[src/rtl/game_round_ctrl.sv]
// rtl/game_round_ctrl.sv - reaction game round sequencer: random wait, cue, hit/miss scoring
// Optional feature macro: GAME_EARLY_PENALTY_EN (a press during the pre-cue wait counts as a miss).
module game_round_ctrl #(
  parameter int ROUNDS         = 8,
  parameter int MAX_MISS       = 3,
  parameter int WAIT_MIN_MS    = 500,
  parameter int CUE_TIMEOUT_MS = 1000,
  parameter int RESULT_MS      = 500
) (
  input  logic       clk,
  input  logic       rst_n,
  input  logic       i_tick,
  input  logic       i_start,
  input  logic       i_restart,
  input  logic [1:0] i_play,
  output logic [1:0] o_cue,
  output logic [2:0] o_state,
  output logic [3:0] o_score,
  output logic [9:0] o_react_ms,
  output logic       o_hit,
  output logic       o_miss,
  output logic       o_game_over
);

  typedef enum logic [2:0] {
    S_IDLE   = 3'd0,
    S_WAIT   = 3'd1,
    S_CUE    = 3'd2,
    S_RESULT = 3'd3,
    S_OVER   = 3'd4
  } state_t;

  localparam logic [15:0] WAIT_MIN_T = 16'(WAIT_MIN_MS);
  localparam logic [15:0] RESULT_T   = 16'(RESULT_MS);
  localparam logic [9:0]  TIMEOUT_T  = 10'(CUE_TIMEOUT_MS);
  localparam logic [3:0]  ROUNDS_T   = 4'(ROUNDS);
  localparam logic [3:0]  MAX_MISS_T = 4'(MAX_MISS);

  state_t      state, state_nx;
  logic [7:0]  lfsr, lfsr_nx;
  logic [15:0] wait_len, wait_len_nx;
  logic [15:0] timer, timer_nx;
  logic [9:0]  react_cnt, react_cnt_nx;
  logic [3:0]  score, score_nx;
  logic [3:0]  round_cnt, round_cnt_nx;
  logic [3:0]  miss_cnt, miss_cnt_nx;
  logic [1:0]  cue, cue_nx;
  logic [9:0]  react_ms, react_ms_nx;
  logic        hit, hit_nx;
  logic        miss, miss_nx;
  logic        game_over, game_over_nx;

  logic [15:0] timer_start;
  logic [9:0]  react_start;
  logic [15:0] wait_len_rand;
  logic [3:0]  miss_inc;
  logic [3:0]  round_inc;

  // A tick landing on a transition clk is credited to the state being entered.
  assign timer_start   = {15'd0, i_tick};
  assign react_start   = {9'd0, i_tick};
  assign wait_len_rand = WAIT_MIN_T + {7'd0, lfsr[6:0], 2'b00};
  assign miss_inc      = (miss_cnt == 4'hF) ? miss_cnt : miss_cnt + 4'd1;
  assign round_inc     = (round_cnt == 4'hF) ? round_cnt : round_cnt + 4'd1;

  always_comb begin
    state_nx     = state;
    lfsr_nx      = {lfsr[6:0], lfsr[7] ^ lfsr[5] ^ lfsr[4] ^ lfsr[3]};
    wait_len_nx  = wait_len;
    timer_nx     = timer;
    react_cnt_nx = react_cnt;
    score_nx     = score;
    round_cnt_nx = round_cnt;
    miss_cnt_nx  = miss_cnt;
    cue_nx       = cue;
    react_ms_nx  = react_ms;
    hit_nx       = 1'b0;
    miss_nx      = 1'b0;

    if (i_restart) begin
      state_nx     = S_IDLE;
      timer_nx     = '0;
      react_cnt_nx = '0;
      score_nx     = '0;
      round_cnt_nx = '0;
      miss_cnt_nx  = '0;
      cue_nx       = '0;
      react_ms_nx  = '0;
    end else begin
      unique case (state)
        S_IDLE: begin
          if (i_start) begin
            state_nx     = S_WAIT;
            score_nx     = '0;
            round_cnt_nx = '0;
            miss_cnt_nx  = '0;
            wait_len_nx  = wait_len_rand;
            timer_nx     = timer_start;
          end
        end

        S_WAIT: begin
`ifdef GAME_EARLY_PENALTY_EN
          if (|i_play) begin
            state_nx     = S_RESULT;
            miss_nx      = 1'b1;
            miss_cnt_nx  = miss_inc;
            round_cnt_nx = round_inc;
            timer_nx     = timer_start;
          end else
`endif
          if (timer >= wait_len) begin
            state_nx     = S_CUE;
            cue_nx       = lfsr[7] ? 2'b10 : 2'b01;
            react_cnt_nx = react_start;
          end else if (i_tick) begin
            timer_nx = timer + 16'd1;
          end
        end

        S_CUE: begin
          // A press on the timeout clk wins over the timeout.
          if (|i_play) begin
            state_nx     = S_RESULT;
            cue_nx       = '0;
            round_cnt_nx = round_inc;
            timer_nx     = timer_start;
            if (i_play == cue) begin
              hit_nx      = 1'b1;
              score_nx    = (score == 4'hF) ? score : score + 4'd1;
              react_ms_nx = react_cnt;
            end else begin
              miss_nx     = 1'b1;
              miss_cnt_nx = miss_inc;
            end
          end else if (react_cnt >= TIMEOUT_T) begin
            state_nx     = S_RESULT;
            cue_nx       = '0;
            round_cnt_nx = round_inc;
            timer_nx     = timer_start;
            miss_nx      = 1'b1;
            miss_cnt_nx  = miss_inc;
          end else if (i_tick && (react_cnt != 10'h3FF)) begin
            react_cnt_nx = react_cnt + 10'd1;
          end
        end

        S_RESULT: begin
          if (timer >= RESULT_T) begin
            if ((round_cnt == ROUNDS_T) || (miss_cnt == MAX_MISS_T)) begin
              state_nx = S_OVER;
            end else begin
              state_nx    = S_WAIT;
              wait_len_nx = wait_len_rand;
              timer_nx    = timer_start;
            end
          end else if (i_tick) begin
            timer_nx = timer + 16'd1;
          end
        end

        S_OVER: begin
          state_nx = S_OVER;
        end

        default: begin
          state_nx = S_IDLE;
        end
      endcase
    end

    game_over_nx = (state_nx == S_OVER);
  end

  always_ff @(posedge clk or negedge rst_n) begin
    if (!rst_n) begin
      state     <= S_IDLE;
      lfsr      <= 8'hA5;
      wait_len  <= '0;
      timer     <= '0;
      react_cnt <= '0;
      score     <= '0;
      round_cnt <= '0;
      miss_cnt  <= '0;
      cue       <= '0;
      react_ms  <= '0;
      hit       <= 1'b0;
      miss      <= 1'b0;
      game_over <= 1'b0;
    end else begin
      state     <= state_nx;
      lfsr      <= lfsr_nx;
      wait_len  <= wait_len_nx;
      timer     <= timer_nx;
      react_cnt <= react_cnt_nx;
      score     <= score_nx;
      round_cnt <= round_cnt_nx;
      miss_cnt  <= miss_cnt_nx;
      cue       <= cue_nx;
      react_ms  <= react_ms_nx;
      hit       <= hit_nx;
      miss      <= miss_nx;
      game_over <= game_over_nx;
    end
  end

  assign o_state     = state;
  assign o_cue       = cue;
  assign o_score     = score;
  assign o_react_ms  = react_ms;
  assign o_hit       = hit;
  assign o_miss      = miss;
  assign o_game_over = game_over;

endmodule

[config.mk]
export PLATFORM = sky130hd
export DESIGN_NAME = game_round_ctrl
export DESIGN_NICKNAME = d
export VERILOG_FILES = /design/src/rtl/game_round_ctrl.sv
export SDC_FILE = /design/constraint.sdc
export NUM_CORES = 1
export LEC_CHECK = 0
export CORE_UTILIZATION = 40
export CTS_BUF_LIST = sky130_fd_sc_hd__clkbuf_2
export DETAILED_ROUTE_END_ITERATION = 7
export HOLD_SLACK_MARGIN = 0.02
export SETUP_SLACK_MARGIN = 0.2
export SYNTH_ARGS = -nofsm -noshare
export SYNTH_HDL_FRONTEND = slang
export SYNTH_SLANG_ARGS = --single-unit
export TNS_END_PERCENT = 100
[constraint.sdc]
create_clock -name clk -period 2.1 [get_ports clk]
set_clock_uncertainty 0.05 [all_clocks]
set_input_delay 0.315 -clock clk [delete_from_list [all_inputs] [get_ports clk]]
set_output_delay 0.315 -clock clk [all_outputs]
set_load 0.005 [all_outputs]
Word-level counts from Yosys, hierarchy flattened
Index checks and enable logic that the tools add are counted.

Flip-flop bits (word level): 80. Input port bits: 7. Output and inout bits: 22. Logic and storage cells: 135.

Add/sub/neg operators: 6. $lt $le $gt $ge: 3. Eq/ne operators: 27. Multiplexer cells: 63. Bitwise logic cells: 4. Reductions and logical operators: 19.

Operators by type and width (count): $mux W16 (11); $mux W10 (9); $pmux W16 S4 (1); $mux W4 (14); $pmux W16 S2 (1); $ne A3 B3 Y1 const B (9); $pmux W4 S2 (3); $mux W3 (7); $pmux W10 S2 (1); $reduce_and A5 Y1 (4); $add A16 B1 Y16 const B (1); $eq A4 B4 Y1 const B (4); $ge A16 B16 Y1 (1); $ge A16 B9 Y1 const B (1); $pmux W3 S5 (1); $add A4 B1 Y4 const B (3); $ne A4 B4 Y1 const B (3); $add A10 B1 Y10 const B (1); $add A9 B9 Y10 const A (1); $ge A10 B10 Y1 const B (1); $mux W2 (5); $ne A10 B10 Y1 const B (1); $mux W1 (9); $reduce_and A3 Y1 (3); other kinds (17) (27).

Logic depth before layout (Yosys ltp)
Gate-level depths: netlist (run 1).

Depth in word-level cells: 7. Gate-level depth with buffers: 9.

Worst setup path after synthesis (run 1)
Ideal clock, no wire load.

Kind: register -> register. Start point: reg timer[9]. End point: reg react_cnt[3]. Library setup time: 84 ps. Arrival time: 2056 ps. Data required time: 1966 ps. Setup slack: -90 ps. Cell stages (with the launch flop): 7. Path buffers: 0. Path through: dfrtp_1 -> ha_1 -> nand4_1 -> o311ai_2 -> a21oi_2 -> or3_1 -> a21boi_0.

Word-level cells in the longest chain between the ends: 3.

RTL lines: start: declaration (line 42) `logic [15:0] timer, timer_nx;`; start signal: assignment (line 194) `timer <= timer_nx;`; $ge A16 B16 Y1 (line 112) `if (timer >= wait_len) begin`; $ne A3 B3 Y1 (no line); $reduce_and A5 Y1 (no line); end signal: assignment (line 195) `react_cnt <= react_cnt_nx;`; end: declaration (line 43) `logic [9:0] react_cnt, react_cnt_nx;`.

Every way passes these cells. A chain may end at the register's enable or synchronous reset.

Final worst setup path (run 1)
Start point: reg timer[9]. End point: reg react_cnt[4].

The elaborated chain is that of the path after synthesis.

==> results of run 1 <==
==> layout by cell type, fill, tap and decap left out, types with 6 or more instances in the layout <==
cell type	instances
ha_1	13
buf_4	70
o21ai_2	9
dfrtp_1	64
buf_6	11
clkbuf_2	10
nand4_1	6
o21ai_1	8
a22o_1	10
a21oi_1	9
o21ai_0	15
nor2_1	42
nand3_1	16
inv_1	16
mux2i_1	10
xnor2_1	8
nand2_1	26
clkdlybuf4s50_1	22
==> registers in the layout, summed over array words and instances, names as in the netlist <==
| signal | cells |
|---|---|
| lfsr | 8 |
| miss_cnt | 4 |
| o_cue | 2 |
| o_game_over | 1 |
| o_hit | 1 |
| o_miss | 1 |
| o_react_ms | 10 |
| o_score | 4 |
| o_state | 3 |
| react_cnt | 10 |
| round_cnt | 4 |
| timer | 16 |
| wait_len | 8 |
==> what timing repair did <==
action | in CTS | in global routing
hold buffers | 1 | 0
endpoints found under the hold margin | 19 | 0
gates cloned | 1 | 0
endpoints found under the setup margin | 57 | 52
pin swaps | 20 | 18
gates resized for setup | 50 | 38
buffers inserted | 12 | 12
==> worst max-delay path by stage <==
stage	startpoint	to	slack, ns	depth (start not counted)
floorplan	timer[2]	timer[1]	0.07	9
global placement	i_play[0]	timer[11]	-0.31	8
detailed placement	i_play[0]	timer[15]	-0.34	8
CTS	wait_len[7]	o_state[0]	-0.13	10
global route	wait_len[7]	timer[7]	-0.20	10
finish	timer[9]	react_cnt[4]	-0.12	7
==> metal layers <==
metal / part of all wire / up-vias / track usage
li1: - / 1648 / -
met1: 0.45 / 1651 / 0.257
met2: 0.50 / 85 / 0.341
met3: 0.033 / 12 / 0.0327
met4: 0.013 / 0 / 0.0814
met5: 0 / - / 0
==> area by class of cell <==
| cell class | count | area, sq um | area share |
|---|---|---|---|
| multi-input combinational | 288 | 2210 | 0.406 |
| clock buffer | 10 | 50.0 | 0.00919 |
| tap | 129 | 161 | 0.0296 |
| clock inverter | 6 | 83.8 | 0.0154 |
| timing repair buffer | 115 | 1050 | 0.192 |
| inverter | 21 | 78.8 | 0.0145 |
| sequential | 72 | 1810 | 0.333 |
==> power groups by stage <==
stage / logic (mW) / clock network (mW) / registers (mW)
after global placement: 0.213 / 0 / 1.43
after global routing: 0.292 / 0.982 / 1.40
after CTS: 0.247 / 0.930 / 1.40
after detailed placement: 0.216 / 0 / 1.43
after floorplan: 0.100 / 0 / 1.43
final: 0.267 / 0.899 / 1.40
==> worst max-delay path: stages (launching register included) <==
cell and delay, ns:
dfrtp_2 0.47, ha_4 0.28, nand4_1 0.18, o311ai_4 0.40
a21oi_2 0.12, buf_12 0.16, or3_1 0.33, a21boi_1 0.15
==> metrics by stage <==
stage / cell area (sq um) / setup slack, ns / power [mW]
after floorplan: 3920 / 0.0735 / 1.53
final: 5450 / -0.120 / 2.57
after detailed placement: 4790 / -0.340 / 1.64
after global placement: 4790 / -0.312 / 1.64
after CTS: 5220 / -0.127 / 2.58
after global routing: 5450 / -0.201 / 2.68
==> logic make-up (layout without fill, tap and decap cells) <==
kind of cell,count (synthesis),after routing,synth area share
compound gates,102,102,0.189
xor+xnor,13,13,0.0295
fa+ha+maj,17,17,0.0551
buf+inv,34,152,0.0366
flops,72,72,0.468
mux,13,13,0.0347
simple gates,143,143,0.187
==> results by group, run 1 <==
Clocking
  • Clock sink count: 72
  • Worst-case clock buffer depth: 2
  • Clk slew on worst S/H paths: 0.21 ns
  • CTS root buffer: clkbuf_2
  • Worst-Skew Late Latency: 0.51 ns
  • TritonCTS clock tree: yes
  • Inserted Clock Buffers: 9
  • H-tree depth: 3

Detailed routing
  • Drt initial violations: 138
  • DR vias: 3396
  • Final ANT Viol Nets: 0
  • Initial DRT Pass Iterations: 6
  • DRC Markers: 0
  • Post-DR vias/cell: 5.30
  • Wire per inst: 15.1 microns
  • Final wirelength: 9660 microns

Placed design
  • I/O Buffers: 28
  • Placed insts: 599
  • Final Wtd Congestion: 0.858
  • DPL Wire Length: 6630 microns

Global route
  • Vias in the first global route: 3263
  • Total track usage: 0.202
  • Initial antenna violation count: 0
  • First-pass GRT wire length: 15800 microns
  • Largest net degree at the start of global routing: 28
  • Grt ovf: 0

Synth
  • Post-synthesis sequential element count: 72
  • Asr flop ratio synth: 1.00
  • Synth top area cells: dfrtp_1, ha_1, nor2_1, o21ai_0, dfstp_2
  • Area leader, netlist: dfrtp_1
  • Cells after Synth: 394
  • Synth unique cells: 63
  • YS warnings: 0
  • Post-synth top cells: dfrtp_1, nor2_1, o21ai_0, nand2_1, inv_1
  • Synth Net Count: 418
  • Seq/Total Area, Yosys: 0.468
  • Post-Syn Area: 3860 sq um
  • Top-area cell type share of the netlist area: 0.441
  • Ys flop type: dfrtp_1
  • Most instantiated library cell after synthesis: dfrtp_1
  • Mean Syn Cell Area: 9.80 sq um
  • Number of synthesized flops with an enable pin: 0

Layout
  • Layout cell share with drive strength beyond 1: 0.346
  • Post-Layout Cell Count: 641
  • Fin util: 0.587
  • Final #Nets: 531
  • N_diodes: 0
  • FILL cells: 797
  • Area delta synth->final: 41.1%

Timing
  • Setup ws final: -0.120 ns
  • RSZ-0062 raised after global routing: yes
  • Fin crit share: 1.06
  • Worst rel slew slack: 0.618
  • Setup Viol. Count Final: 23
  • Worst-Margin Slew: 0.573 ns
  • Slew Limit Fails: 0
  • Max Clk Rate: 450 MHz
  • Crit path time final: 2.22 ns
  • WHS: 0.251 ns
  • Setup TNS: -1.48 ns
  • Final hold vios: 0

Power
  • Combinational fraction of design power: 0.104
  • PwrDens: 472 nW/um^2
  • Maximum VDD drop: 233 uV
  • Internal power: 1.91 mW
  • Sequential share of power: 0.546
  • Leak: 2.48 nW
  • Switching power: 0.662 mW
  • Switching share of power: 0.258
  • Clk pwr share: 0.350

Job
  • Maxcap violations: 0

Setup path
  • Worst R2R Path Depth: 7
  • CP arrival: 2.63 ns
  • R2R Path Start: timer[9]
  • WP data required: 2.51 ns
  • CP Capture Type: flip-flop
  • R2r endpoint: react_cnt[4]
  • Reg2Reg Setup Slack: -0.12 ns
  • Startpoint types: flip-flop
  • WS Path Type: reg -> reg
  • Worst Path Max Fanout: 12

Floorplan
  • Ports: 29
  • Row count: 35
  • DIE HEIGHT: 100 microns
  • Initial core utilization: 0.416
  • Die area: 10000 sq um
  • Core area: 9280 sq um
  • Die Span X: 100 microns

Status
  • Status: finished with violations
  • Violated checks: negative setup slack

Min path
  • Hold Crit Class: in -> async
Power figures use the tool's default switching activity.
==> inputs of run 2 (changes only) <==
--- a/config.mk
+++ b/config.mk
@@ -6,7 +6,7 @@
 export NUM_CORES = 1
 export LEC_CHECK = 0
 export CORE_UTILIZATION = 40
-export CTS_BUF_LIST = sky130_fd_sc_hd__clkbuf_2
+export CTS_BUF_LIST = sky130_fd_sc_hd__clkbuf_4 sky130_fd_sc_hd__clkbuf_8
 export DETAILED_ROUTE_END_ITERATION = 7
 export HOLD_SLACK_MARGIN = 0.02
 export SETUP_SLACK_MARGIN = 0.2
==> constraint.sdc (replaced) <==
create_clock -name clk -period 2.63 [get_ports clk]
set_clock_uncertainty 0.05 [all_clocks]
set_input_delay 0.3945 -clock clk [delete_from_list [all_inputs] [get_ports clk]]
set_output_delay 0.3945 -clock clk [all_outputs]
set_load 0.005 [all_outputs]
==> results by group, run 2 (synthesis results as in run 1) <==
Timing
  • Worst rel slew slack: 0.461
  • Max Clk Rate: 430 MHz
  • Worst-Margin Slew: 0.809 ns
  • Fin crit share: 0.885
  • Final hold vios: 0
  • Crit path time final: 2.33 ns
  • Setup Viol. Count Final: 0
  • RSZ-0062 raised after global routing: no
  • Setup TNS: 0 ns
  • Slew Limit Fails: 0

Clocking
  • Worst-case clock buffer depth: 2
  • Worst-Skew Late Latency: 0.35 ns
  • Clock sink count: 72
  • Inserted Clock Buffers: 9
  • H-tree depth: 3
  • Clk slew on worst S/H paths: 0.08 ns
  • TritonCTS clock tree: yes
  • CTS root buffer: clkbuf_8
  • Post-CTS Hold Buffers: 0

Power
  • Switching share of power: 0.243
  • PwrDens: 473 nW/um^2
  • Maximum VDD drop: 245 uV
  • Clk pwr share: 0.422
  • Switching power: 0.535 mW
  • Sequential share of power: 0.508
  • Internal power: 1.67 mW
  • Combinational fraction of design power: 0.070
  • Leak: 2.07 nW

Detailed routing
  • Final ANT Viol Nets: 0
  • Wire per inst: 14.8 microns
  • Initial DRT Pass Iterations: 4
  • Post-DR vias/cell: 5.36
  • DRC Markers: 0
  • Final wirelength: 8550 microns
  • DR vias: 3103
  • Drt initial violations: 94

Floorplan
  • Initial core utilization: 0.416
  • Die Span X: 100 microns
  • DIE HEIGHT: 100 microns
  • Core area: 9280 sq um
  • Row count: 35
  • Ports: 29
  • Die area: 10000 sq um

Layout
  • Fin util: 0.502
  • Most common cell after layout, fill and taps aside: dfrtp_1
  • Top reg by flops: timer
  • FILL cells: 884
  • Final #Nets: 469
  • N_diodes: 0
  • Area delta synth->final: 20.7%
  • Final Instance Area: 4660 sq um
  • Commonest non-fill, non-tap cells in the layout: dfrtp_1, nor2_1, o21ai_0
  • Multi-input combinational cell area: 1940 sq um
  • Layout cell share with drive strength beyond 1: 0.138
  • Max reg flops: 16
  • Area taken by flip-flops and latches: 1810 sq um

Min path
  • Hold Crit Class: in -> async

Global route
  • First-pass GRT wire length: 14500 microns
  • Grt ovf: 0
  • GR Util met3: 0.0390
  • Met1 Use GR: 0.236
  • Most used routing layer: met2
  • Total track usage: 0.184
  • Largest net degree at the start of global routing: 38
  • Grt met2 use: 0.308
  • Initial antenna violation count: 0
  • Vias in the first global route: 3000

Setup path
  • Worst Path Max Fanout: 6
  • R2r endpoint: timer[13]
  • R2R Path Start: timer[7]
  • Worst R2R Path Depth: 10
  • WS Path Type: reg -> reg
  • Startpoint types: flip-flop
  • CP Capture Type: flip-flop
  • WP data required: 2.86 ns
  • Crit. Startpoint: timer[7]
  • Reg2Reg Setup Slack: 0.30 ns
  • CP arrival: 2.55 ns

Job
  • Maxcap violations: 0

Placed design
  • I/O Buffers: 28
  • Final Wtd Congestion: 0.834
  • Placed Instance Area: 4380 sq um
  • DPL Wire Length: 5980 microns

Status
  • Status: complete, no violations
[run 2: layout make-up]
type / count / area share
Multi-Input combinational cell: 288 / 0.416
Sequential cell: 72 / 0.388
Timing Repair Buffer: 53 / 0.0996
Tap cell: 129 / 0.0346
Clock buffer: 12 / 0.0341
Inverter: 21 / 0.0169
Clock inverter: 4 / 0.0113
[run 2: layer usage]
layer | routed length, microns | share of wire
met4 | 118 | 0.014
met2 | 4240 | 0.50
met3 | 240 | 0.028
met1 | 3950 | 0.46
met5 | 0 | 0
[run 2: stage by stage]
stage / hold WS [ns] / power (mW) / cells / worst slack [ns]
after floorplan: 0.0489 / 1.22 / 394 / 0.440
after global placement: 0.359 / 1.28 / 557 / 0.135
after detailed placement: 0.361 / 1.28 / 557 / 0.0908
after CTS: 0.0434 / 2.22 / 573 / 0.190
after global routing: 0.0591 / 2.30 / 579 / 0.193
final: 0.0354 / 2.20 / 579 / 0.303
[run 2: worst max-delay path by stage]
stage	end	slack, ns
floorplan	react_cnt[3]	0.44
global placement	timer[13]	0.13
detailed placement	timer[10]	0.09
CTS	timer[5]	0.19
global route	timer[14]	0.19
finish	timer[13]	0.30
[run 2: power by group through the flow]
stage | sequential [mW] | combinational, mW | clock (mW)
floorplan | 1.14 | 0.0778 | 0
global placement | 1.14 | 0.140 | 0
detailed placement | 1.14 | 0.142 | 0
CTS | 1.12 | 0.145 | 0.956
global route | 1.12 | 0.172 | 1.01
finish | 1.12 | 0.154 | 0.930
[run 2: critical path, stage by stage (launching register included)]
cell and delay, ns:
dfrtp_1 0.43, ha_1 0.32, nand4_1 0.18, o21a_1 0.26, o311ai_4 0.10, buf_4 0.20
a211oi_4 0.05, buf_4 0.18, buf_6 0.14, a21o_4 0.23, nor2_1 0.11
[run 2: repair_timing]
item	in CTS	in global routing
pin swaps	1	4
resized for setup	2	4
buffers inserted	0	5
endpoints found under the setup margin	6	17
cloned	0	1
endpoints found under the hold margin	0	0
==> inputs of run 3 (changes only) <==
--- a/config.mk
+++ b/config.mk
@@ -10,6 +10,7 @@
 export DETAILED_ROUTE_END_ITERATION = 7
 export HOLD_SLACK_MARGIN = 0.02
 export SETUP_SLACK_MARGIN = 0.2
+export SKIP_CTS_REPAIR_TIMING = 1
 export SYNTH_ARGS = -nofsm -noshare
 export SYNTH_HDL_FRONTEND = slang
 export SYNTH_SLANG_ARGS = --single-unit
==> results by group, run 3 (synthesis results as in run 1) <==
Global route
  • Grt ovf: 0
  • Largest net degree at the start of global routing: 38
  • Total track usage: 0.184
  • First-pass GRT wire length: 14500 microns
  • Vias in the first global route: 2997
  • Initial antenna violation count: 0

Clocking
  • Clock sink count: 72
  • Worst-Skew Late Latency: 0.35 ns
  • H-tree depth: 3
  • Inserted Clock Buffers: 9
  • CTS root buffer: clkbuf_8
  • Clk slew on worst S/H paths: 0.08 ns
  • Worst-case clock buffer depth: 2
  • TritonCTS clock tree: yes

Detailed routing
  • Wire per inst: 14.8 microns
  • Final wirelength: 8580 microns
  • Post-DR vias/cell: 5.39
  • DRC Markers: 0
  • Drt initial violations: 107
  • Initial DRT Pass Iterations: 4
  • Final ANT Viol Nets: 0
  • DR vias: 3125

Floorplan
  • Row count: 35
  • Initial core utilization: 0.416
  • Core area: 9280 sq um
  • Die area: 10000 sq um
  • Ports: 29
  • DIE HEIGHT: 100 microns
  • Die Span X: 100 microns

Power
  • Switching power: 0.536 mW
  • Switching share of power: 0.243
  • Leak: 2.07 nW
  • PwrDens: 471 nW/um^2
  • Maximum VDD drop: 245 uV
  • Clk pwr share: 0.422
  • Combinational fraction of design power: 0.070
  • Internal power: 1.67 mW
  • Sequential share of power: 0.508
  • Total power: 2.20 mW

Status
  • Status: complete, no violations

Placed design
  • Final Wtd Congestion: 0.834
  • DPL Wire Length: 5980 microns
  • I/O Buffers: 28

Layout
  • N_diodes: 0
  • Most common cell after layout, fill and taps aside: dfrtp_1
  • Top reg by flops: timer
  • FILL cells: 881
  • Area delta synth->final: 21.2%
  • Commonest non-fill, non-tap cells in the layout: dfrtp_1, nor2_1, o21ai_0
  • Final #Nets: 470
  • Layout cell share with drive strength beyond 1: 0.142
  • Max reg flops: 16

Timing
  • Worst rel slew slack: 0.460
  • Max Clk Rate: 428 MHz
  • Setup TNS: 0 ns
  • Setup Viol. Count Final: 0
  • Fin crit share: 0.889
  • Slew Limit Fails: 0
  • Final hold vios: 0
  • Worst-Margin Slew: 0.810 ns
  • Crit path time final: 2.34 ns
  • RSZ-0062 raised after global routing: no

Setup path
  • WS Path Type: reg -> reg
  • WP data required: 2.85 ns
  • CP Capture Type: flip-flop
  • CP arrival: 2.56 ns
  • Worst Path Max Fanout: 5
  • Worst R2R Path Depth: 10
  • Startpoint types: flip-flop

Min path
  • Hold Crit Class: in -> async

Job
  • Maxcap violations: 0
run 3: changes by cell type in the layout (fill, tap and decap cells not counted):
cell	before	now
a21oi_4	0	1
dfrtp_2	0	1
a21oi_2	2	1
buf_4	23	24
dfrtp_1	68	67
run 3: area by class of cell:
cell class	count	area [sq um]	area share
clock inverter	4	52.6	0.0112
clock buffer	12	159	0.0340
multi-input combinational	288	1950	0.416
inverter	21	78.8	0.0169
timing repair buffer	54	472	0.101
tap	129	161	0.0345
sequential	72	1810	0.387
run 3: worst max-delay path, stage by stage (launching register included):
cell	delay, ns
dfrtp_1	0.43
ha_1	0.32
nand4_1	0.18
o21a_1	0.18
o311ai_4	0.12
buf_4	0.18
a211oi_4	0.26
buf_4	0.17
buf_2	0.16
nand3_1	0.08
a21oi_1	0.14
run 3: power groups by stage:
stage	sequential [mW]	clock [mW]	combinational (mW)
after floorplan	1.14	0	0.0778
final	1.12	0.930	0.155
after CTS	1.12	0.956	0.143
after detailed placement	1.14	0	0.142
after global placement	1.14	0	0.140
after global routing	1.12	1.01	0.173
run 3: worst paths after layout:
kind	startpoint	end	slack [ns]
hold reg to reg	lfsr[6]	lfsr[7]	0.37
setup / recovery	timer[7]	timer[7]	0.29
max in group asynchronous	rst_n	timer[8]	2.09
setup reg to reg	timer[7]	timer[7]	0.29
min in group clk	lfsr[6]	lfsr[7]	0.37
hold / removal	rst_n	o_react_ms[6]	0.04
run 3: per-layer routing:
metal	GRT usage	part of all wire	vias to the layer above
met2	0.307	0.50	47
met4	0.0680	0.014	0
met3	0.0390	0.025	13
met1	0.236	0.47	1532
met5	0	0	-
li1	-	-	1533
run 3: stage by stage:
step / hold WS [ns] / setup WS [ns] / std cells / area, sq um / utilization
after floorplan: 0.0489 / 0.440 / 394 / 3860 / -
after global placement: 0.359 / 0.135 / 557 / 4380 / 0.471
after detailed placement: 0.361 / 0.0908 / 557 / 4380 / 0.471
after CTS: 0.0434 / 0.138 / 573 / 4590 / 0.494
after global routing: 0.0596 / 0.173 / 580 / 4680 / 0.504
final: 0.0357 / 0.292 / 580 / 4680 / 0.504
